--- src/rtl/eccop_csr.sv ---
// eccop_csr: Avalon-MM control/status register responder for the ECC coprocessor (one wait state).
// Define ECCOP_CSR_CYCLE_COUNTER_EN to implement the CYCLES busy-cycle counter at word 3.
module eccop_csr #(
    parameter int          aw       = 32,
    parameter int          dw       = 4,
    parameter logic [31:0] ID_VALUE = 32'hECC0_0100
) (
    input  logic          clk,
    input  logic          sreset,
    input  logic [aw-1:0] cmd_address,
    input  logic [dw-1:0] cmd_byteenable,
    input  logic [31:0]   cmd_writedata,
    input  logic          cmd_write,
    input  logic          cmd_read,
    output logic [31:0]   cmd_readdata,
    output logic          cmd_waitrequest,
    output logic          eng_start,
    output logic          eng_abort,
    output logic [13:0]   eng_pc,
    input  logic          eng_done,
    input  logic          eng_error,
    output logic          irq
);

    typedef enum logic {IDLE, ACK} state_t;

    state_t      state;
    logic        irq_en;
    logic        busy;
    logic        done_flag;
    logic        error_flag;
    logic        start_rej;
    logic [13:0] word;
    logic        commit;
    logic        ctrl_wr;
    logic        status_wr;
    logic        pc_wr;
    logic        start_ok;
    logic        start_rejected;
    logic        abort_ok;
    logic [31:0] cycles_rd;
    logic [31:0] rd_mux;
    logic        unused_bits;

    assign word           = cmd_address[13:0];
    // The request is still held during ACK, so writes commit from the live bus at the end of ACK.
    assign commit         = (state == ACK) && cmd_write;
    assign ctrl_wr        = commit && (word == 14'd0) && cmd_byteenable[0];
    assign status_wr      = commit && (word == 14'd1) && cmd_byteenable[0];
    assign pc_wr          = commit && (word == 14'd2);
    assign start_ok       = ctrl_wr && cmd_writedata[0] && !busy;
    assign start_rejected = ctrl_wr && cmd_writedata[0] && busy;
    assign abort_ok       = ctrl_wr && cmd_writedata[2] && busy;
    assign unused_bits    = ^{cmd_address[aw-1:14], cmd_byteenable[dw-1:2], cmd_writedata[31:14]};

    always_comb begin
        rd_mux = '0;
        case (word)
            14'd0:   rd_mux = {29'd0, 1'b0, irq_en, 1'b0};
            14'd1:   rd_mux = {28'd0, start_rej, error_flag, done_flag, busy};
            14'd2:   rd_mux = {18'd0, eng_pc};
            14'd3:   rd_mux = cycles_rd;
            14'd4:   rd_mux = ID_VALUE;
            default: rd_mux = '0;
        endcase
    end

    always_ff @(posedge clk) begin
        if (sreset) begin
            state           <= IDLE;
            cmd_waitrequest <= 1'b1;
            cmd_readdata    <= '0;
        end else begin
            case (state)
                IDLE: begin
                    if (cmd_read || cmd_write) begin
                        state           <= ACK;
                        cmd_waitrequest <= 1'b0;
                        cmd_readdata    <= cmd_read ? rd_mux : '0;
                    end else begin
                        cmd_waitrequest <= 1'b1;
                        cmd_readdata    <= '0;
                    end
                end
                ACK: begin
                    state           <= IDLE;
                    cmd_waitrequest <= 1'b1;
                    cmd_readdata    <= '0;
                end
                default: begin
                    state           <= IDLE;
                    cmd_waitrequest <= 1'b1;
                    cmd_readdata    <= '0;
                end
            endcase
        end
    end

    // Hardware status sets are OR-ed in after the W1C mask so they win over a same-cycle clear.
    always_ff @(posedge clk) begin
        if (sreset) begin
            eng_start  <= 1'b0;
            eng_abort  <= 1'b0;
            eng_pc     <= '0;
            irq_en     <= 1'b0;
            busy       <= 1'b0;
            done_flag  <= 1'b0;
            error_flag <= 1'b0;
            start_rej  <= 1'b0;
            irq        <= 1'b0;
        end else begin
            eng_start <= start_ok;
            eng_abort <= abort_ok;
            if (ctrl_wr) begin
                irq_en <= cmd_writedata[1];
            end
            if (pc_wr && cmd_byteenable[0]) begin
                eng_pc[7:0] <= cmd_writedata[7:0];
            end
            if (pc_wr && cmd_byteenable[1]) begin
                eng_pc[13:8] <= cmd_writedata[13:8];
            end
            if (start_ok) begin
                busy <= 1'b1;
            end else if (eng_done) begin
                busy <= 1'b0;
            end
            done_flag  <= eng_done | (done_flag & ~(status_wr & cmd_writedata[1]));
            error_flag <= (eng_done & eng_error) | (error_flag & ~(status_wr & cmd_writedata[2]));
            start_rej  <= start_rejected | (start_rej & ~(status_wr & cmd_writedata[3]));
            irq        <= irq_en & (done_flag | error_flag);
        end
    end

`ifdef ECCOP_CSR_CYCLE_COUNTER_EN
    logic [31:0] cycles;

    always_ff @(posedge clk) begin
        if (sreset) begin
            cycles <= '0;
        end else if (start_ok) begin
            cycles <= '0;
        end else if (busy && (cycles != 32'hFFFF_FFFF)) begin
            cycles <= cycles + 32'd1;
        end
    end

    assign cycles_rd = cycles;
`else
    assign cycles_rd = '0;
`endif

endmodule
--- config.mk ---
export PLATFORM = sky130hd
export DESIGN_NAME = eccop_csr
export DESIGN_NICKNAME = d
export VERILOG_FILES = /design/src/rtl/eccop_csr.sv
export SDC_FILE = /design/constraint.sdc
export NUM_CORES = 1
export LEC_CHECK = 0
export CAP_MARGIN = 20
export CORE_ASPECT_RATIO = 0.5
export CORE_MARGIN = 5
export CORE_UTILIZATION = 35
export CTS_CLUSTER_DIAMETER = 150
export DETAILED_ROUTE_END_ITERATION = 6
export PLACE_DENSITY_LB_ADDON = 0.05
export SKIP_CTS_REPAIR_TIMING = 1
export SLEW_MARGIN = 10
export SYNTH_ARGS = -nofsm -noshare
export SYNTH_HDL_FRONTEND = slang
export SYNTH_SLANG_ARGS = --single-unit
--- constraint.sdc ---
create_clock -name clk -period 3.35 [get_ports clk]
set_input_delay 1.005 -clock clk [delete_from_list [all_inputs] [get_ports clk]]
set_output_delay 1.005 -clock clk [all_outputs]
set_load 0.05 [all_outputs]
==> results of run 1 <==
## area by class of cell
cell class / instances / area share (%)
Clock buffer: 7 / 3.15
Clock inverter: 1 / 0.207
Inverter: 2 / 0.310
Multi-Input combinational cell: 122 / 29.4
Sequential cell: 39 / 32.2
Tap cell: 57 / 2.94
Timing Repair Buffer: 78 / 31.8
## metal layers
layer | global-route usage (%) | routed length (um) | part of all wire (%)
met1 | 18.7 | 2000 | 45
met2 | 23.9 | 2020 | 46
met3 | 5.48 | 392 | 8.8
met4 | 3.28 | 19 | 0.43
met5 | 0 | 0 | 0
## worst max path at each step
stage	slack (ns)	cells past startpoint	start	to
finish	0.75	6	cmd_address[7]	eng_pc[12]
global placement	0.52	6	cmd_address[5]	eng_pc[13]
global route	0.64	4	cmd_address[1]	cmd_readdata[10]
CTS	0.73	1	cmd_readdata[30]	cmd_readdata[26]
detailed placement	0.49	6	cmd_address[5]	eng_pc[12]
floorplan	1.28	6	cmd_address[7]	eng_pc[6]
## worst max-delay path, cell delays in order
cell and delay (ns):
clkdlybuf4s50_1 0.44, nor4_4 0.39, and4_1 0.51, buf_4 0.23
nand3_1 0.07, a21oi_1 0.16
## layout by cell type, fill, tap and decap left out
cell / instances
nor3_2: 2
o21ai_0: 17
clkbuf_8: 5
nor2_1: 9
dfxtp_1: 39
o21a_1: 1
nor3_1: 1
mux2_2: 1
and2_1: 10
nand3_1: 7
mux2i_1: 1
a211o_1: 1
nand2b_1: 1
nor2b_1: 2
nand4_2: 1
and3_1: 1
clkbuf_1: 2
nor4_4: 2
a21oi_1: 20
and4b_1: 1
conb_1: 11
and3b_1: 1
inv_1: 2
or3_1: 1
nand3b_1: 1
clkdlybuf4s50_1: 74
clkinv_2: 1
a22oi_1: 3
nor3b_1: 3
buf_4: 4
nand2_1: 8
nor4_1: 2
and4_1: 1
nand4_1: 12
o31ai_1: 1
## where the power goes
part | internal [mW] | switching [mW]
registers | 0.467 | 0.00257
clock network | 0.146 | 0.152
logic | 0.0472 | 0.0629
## sequential cells by signal (all words and copies together), names as in the netlist
| signal | cells |
|---|---|
| cmd_readdata | 15 |
| eng_pc | 14 |
| busy | 1 |
| cmd_waitrequest | 1 |
| done_flag | 1 |
| eng_abort | 1 |
| eng_start | 1 |
| error_flag | 1 |
| irq | 1 |
| irq_en | 1 |
| start_rej | 1 |
| state | 1 |
## per-stage QoR
stage | setup slack [ns] | power [mW] | cell area (sq um)
floorplan | 1.28 | 0.543 | 1680
global placement | 0.518 | 0.588 | 2340
detailed placement | 0.494 | 0.589 | 2340
CTS | 0.731 | 0.890 | 2420
global route | 0.641 | 0.915 | 2420
finish | 0.748 | 0.878 | 2420
## logic make-up (layout without fill, tap and decap cells)
| family | Yosys count | in the layout | synth area share [%] |
|---|---|---|---|
| flip-flops | 39 | 39 | 47.5 |
| AO/OA/AOI/OAI | 43 | 43 | 14.1 |
| buffers and inverters | 30 | 88 | 11.6 |
| AND/OR/NAND/NOR | 66 | 66 | 25.4 |
| multiplexers | 2 | 2 | 1.29 |
| other | 1 | 11 | 0.228 |
==> impl_metrics.json, run 1 <==
{
  "status": "finished clean",
  "vdd_drop_max_mv": 0.142,
  "fp-row-count": 17,
  "gp_congestion": 0.786,
  "finalNetCount": 322,
  "path_max_fanout": 11,
  "dr.first_iter.drc_count": 69,
  "min_path_type": "reg2reg",
  "ctsLongestPathBuffers": 2,
  "netlist_instances": 181,
  "grt.overflow.total": 0,
  "grt_pass1_wl_mm": 7.27,
  "seq_area_sq_um": 781,
  "yosysSeqAreaShare_pct": 47.5,
  "die_y_um": 58.5,
  "dp_hpwl_mm": 3.43,
  "root_buffer": "clkbuf_8",
  "yosysWarnings": 0,
  "holdPathStages": 1,
  "post_layout_nonfiller_instances": 306,
  "dieArea_sq_mm": 0.00626,
  "ff2ff_path_depth": 4,
  "grt_pass1_vias": 1507,
  "die_w_um": 107,
  "hp-start": "eng_pc[13]",
  "cts_tree": "yes",
  "syn_avg_cell_area_sq_um": 9.09,
  "final_core_util_pct": 54.3,
  "wl_mm": 4.44,
  "fill_cells": 420,
  "drtAntennaViolNets": 0,
  "dr.pass1.iters": 4,
  "tns_ns": 0,
  "fin_skew_ns": 0.00878,
  "tightestPinTransition_ns": 0.527,
  "yosysMostFrequentCell": "dfxtp_1",
  "fin_crit_ns": 2.60,
  "rsz0062_at_grt": "no",
  "cp_data_arrival_time_ns": 2.81,
  "maxCapViolations": 0,
  "hold_violations": 0,
  "fin_crit_sh_pct": 77.7,
  "slew_headroom_pct": 64.8,
  "fp.coreArea_sq_mm": 0.00447,
  "r2r_end": "busy",
  "endpoint_kind": "flip-flop",
  "antenna_found_initial": 0,
  "max_clock_freq_mhz": 384,
  "rr_startpoint": "state",
  "cts_num_sinks": 39,
  "synthTopCellsByArea": "dfxtp_1 47%, buf_4 8.2%, a21oi_1 6.1%",
  "grt_max_degree": 24,
  "yosysUniqueCellTypes": 34,
  "worstSetupStartpointType": "input pin",
  "critPathRequiredTime_ns": 3.55,
  "yosys.area.top_type": "dfxtp_1",
  "synthTopCellsByCount": "39 x dfxtp_1, 20 x a21oi_1, 18 x buf_4, 17 x o21ai_0, 12 x nand4_1",
  "dp.cells": 298,
  "start_util_pct": 36.8,
  "drive_gt1_share_pct": 6.43,
  "fin_hold_ws_ns": 0.476,
  "remaining_drc_errors": 0,
  "grtUsageTotal_pct": 14.6,
  "htreeDepth": 2,
  "power_leakage_nw": 0.839,
  "synth-main-ff-cell": "dfxtp_1",
  "area_growth_pct": 47.3,
  "slew_violations": 0,
  "synth-async-reset-ratio_pct": 0,
  "ios": 124,
  "synth-edff-count": 0,
  "yosysTopAreaCellShare_pct": 47.5,
  "setup_violations": 0,
  "hold_end": "cmd_readdata[13]",
  "vias_per_cell": 4.92,
  "clock_latency_ns": 0.28,
  "worstSetupPathType": "in2reg",
  "power_density_mw_per_mm2": 362,
  "wire_per_inst_um": 14.5,
  "synth_seq_cells": 39,
  "diodes": 0,
  "io_buffers": 74,
  "tritoncts.num_buffers": 5,
  "path_clk_slew_ns": 0.07,
  "r2r_setup_slack_ns": 1.87,
  "multi_input_area_sq_um": 712,
  "vias": 1504,
  "netlist_area_sq_mm": 0.00165
}
Power figures use the tool's default switching activity.
==> run 2, diff against run 1 <==
--- a/config.mk
+++ b/config.mk
@@ -8,7 +8,7 @@
 export CAP_MARGIN = 20
 export CORE_ASPECT_RATIO = 0.5
 export CORE_MARGIN = 5
-export CORE_UTILIZATION = 35
+export CORE_UTILIZATION = 30
 export CTS_CLUSTER_DIAMETER = 150
 export DETAILED_ROUTE_END_ITERATION = 6
 export PLACE_DENSITY_LB_ADDON = 0.05
==> constraint.sdc (replaced) <==
create_clock -name clk -period 2.3 [get_ports clk]
set_input_delay 0.69 -clock clk [delete_from_list [all_inputs] [get_ports clk]]
set_output_delay 0.69 -clock clk [all_outputs]
set_load 0.05 [all_outputs]
==> run 2 against run 1 <==
Wire length increased by 7.1%. Critical path depth decreased by 5. Global-route usage decreased by 1.6 points. Via count increased by 3.1%. Total power increased by 56%. Clock-buffer cell count unchanged. Sequential cell count unchanged. Clock skew decreased by 0.0014 ns. Final area increased by 6.7%. Utilization decreased by 6.3 points. Worst setup slack got worse by 0.61 ns. Critical path type is now reg2out.
==> impl_metrics.json, run 2 (same netlist as run 1, synthesis figures left out) <==
{
  "status": "finished clean",
  "dr.first_iter.drc_count": 82,
  "wire_per_inst_um": 14.3,
  "path_clk_slew_ns": 0.07,
  "slew_violations": 0,
  "grt_max_degree": 24,
  "crit_buf_inv": 1,
  "drtAntennaViolNets": 0,
  "worstSetupStartpointType": "flip-flop",
  "antenna_found_initial": 0,
  "fin_crit_sh_pct": 94.1,
  "max_stage_delay_ns": 0.82,
  "cp_slowest_cell": "clkdlybuf4s50_1",
  "gp_congestion": 0.744,
  "top_regs": "cmd_readdata x15, eng_pc x14",
  "tritoncts.num_buffers": 5,
  "area_growth_pct": 57.2,
  "dp_hpwl_mm": 3.55,
  "finalNetCount": 333,
  "remaining_drc_errors": 0,
  "post_layout_nonfiller_instances": 333,
  "grt.overflow.total": 0,
  "ios": 124,
  "crit_chain": "clkdlybuf4s50_1",
  "diodes": 0,
  "vdd_drop_max_mv": 0.238,
  "tightestPinTransition_ns": 0.530,
  "mostFrequentLayoutCells": "65 x clkdlybuf4s50_1, 39 x dfxtp_1, 20 x a21oi_1",
  "worstSetupPathType": "reg2out",
  "finalPower_mw": 1.37,
  "final_core_util_pct": 47.9,
  "min_path_type": "reg2reg",
  "vias": 1550,
  "path_max_fanout": 3,
  "final_common_cell": "clkdlybuf4s50_1",
  "place_ws_ns": -0.0726,
  "wl_mm": 4.75,
  "start_util_pct": 30.5,
  "maxCapViolations": 0,
  "fin_crit_ns": 2.16,
  "critPathRequiredTime_ns": 1.61,
  "cp_top_family": "buffers and inverters",
  "fin_skew_ns": 0.00736,
  "root_buffer": "clkbuf_8",
  "power_leakage_nw": 1.04,
  "grt_pass1_vias": 1455,
  "htreeDepth": 2,
  "tns_ns": 0,
  "rsz0062_at_grt": "no",
  "cts_num_sinks": 39,
  "layout_setup_ws_ns": 0.136,
  "die_w_um": 115,
  "dp.cells": 325,
  "power_density_mw_per_mm2": 528,
  "hold_violations": 0,
  "grt_pass1_wl_mm": 7.38,
  "fp.coreArea_sq_mm": 0.00540,
  "regMostFlops": "cmd_readdata",
  "setup_violations": 0,
  "fp-row-count": 19,
  "grtUsageTotal_pct": 13.0,
  "io_buffers": 74,
  "dieArea_sq_mm": 0.00716,
  "clock_latency_ns": 0.29,
  "max_clock_freq_mhz": 462,
  "slew_headroom_pct": 64.6,
  "largest_register_ff_count": 15,
  "drive_gt1_share_pct": 11.9,
  "cp_data_arrival_time_ns": 1.47,
  "dr.pass1.iters": 4,
  "vias_per_cell": 4.65,
  "endpoint_kind": "primary output",
  "cts_tree": "yes",
  "die_y_um": 62.4,
  "ctsLongestPathBuffers": 2
}
run 2: layout make-up:
cell class | count | area (sq um)
clock buffers | 7 | 96.3
clock inverters | 1 | 7.51
fillers | 541 | 2810
inverters | 2 | 7.51
multi-input cells | 122 | 712
flip-flops and latches | 39 | 781
well taps | 73 | 91.3
repair buffers | 89 | 891
run 2: worst paths after layout:
kind,start,end,slack [ns],depth (start not counted)
min reg2reg,eng_pc[10],cmd_readdata[10],0.48,1
min,eng_pc[10],cmd_readdata[10],0.48,1
max reg2reg,state,start_rej,0.89,5
max,eng_pc[8],eng_pc[8],0.14,1
run 2: power by group:
group	switching (mW)	internal, mW
logic	0.0937	0.0772
registers	0.00356	0.680
clock network	0.239	0.273
run 2: per-stage QoR:
step | hold slack (ns) | cell area [sq um]
floorplan | 0.449 | 1680
global placement | 0.465 | 2460
detailed placement | 0.470 | 2460
CTS | 0.487 | 2570
global route | 0.504 | 2590
finish | 0.480 | 2590
run 2: routing by layer:
layer | global-route usage [%] | up-vias | share of wire (%)
met3 | 5.04 | 4 | 8.2
met5 | 0 | - | 0
met1 | 17.5 | 714 | 47
met2 | 19.5 | 60 | 44
met4 | 3.07 | 0 | 0.69
li1 | - | 772 | -
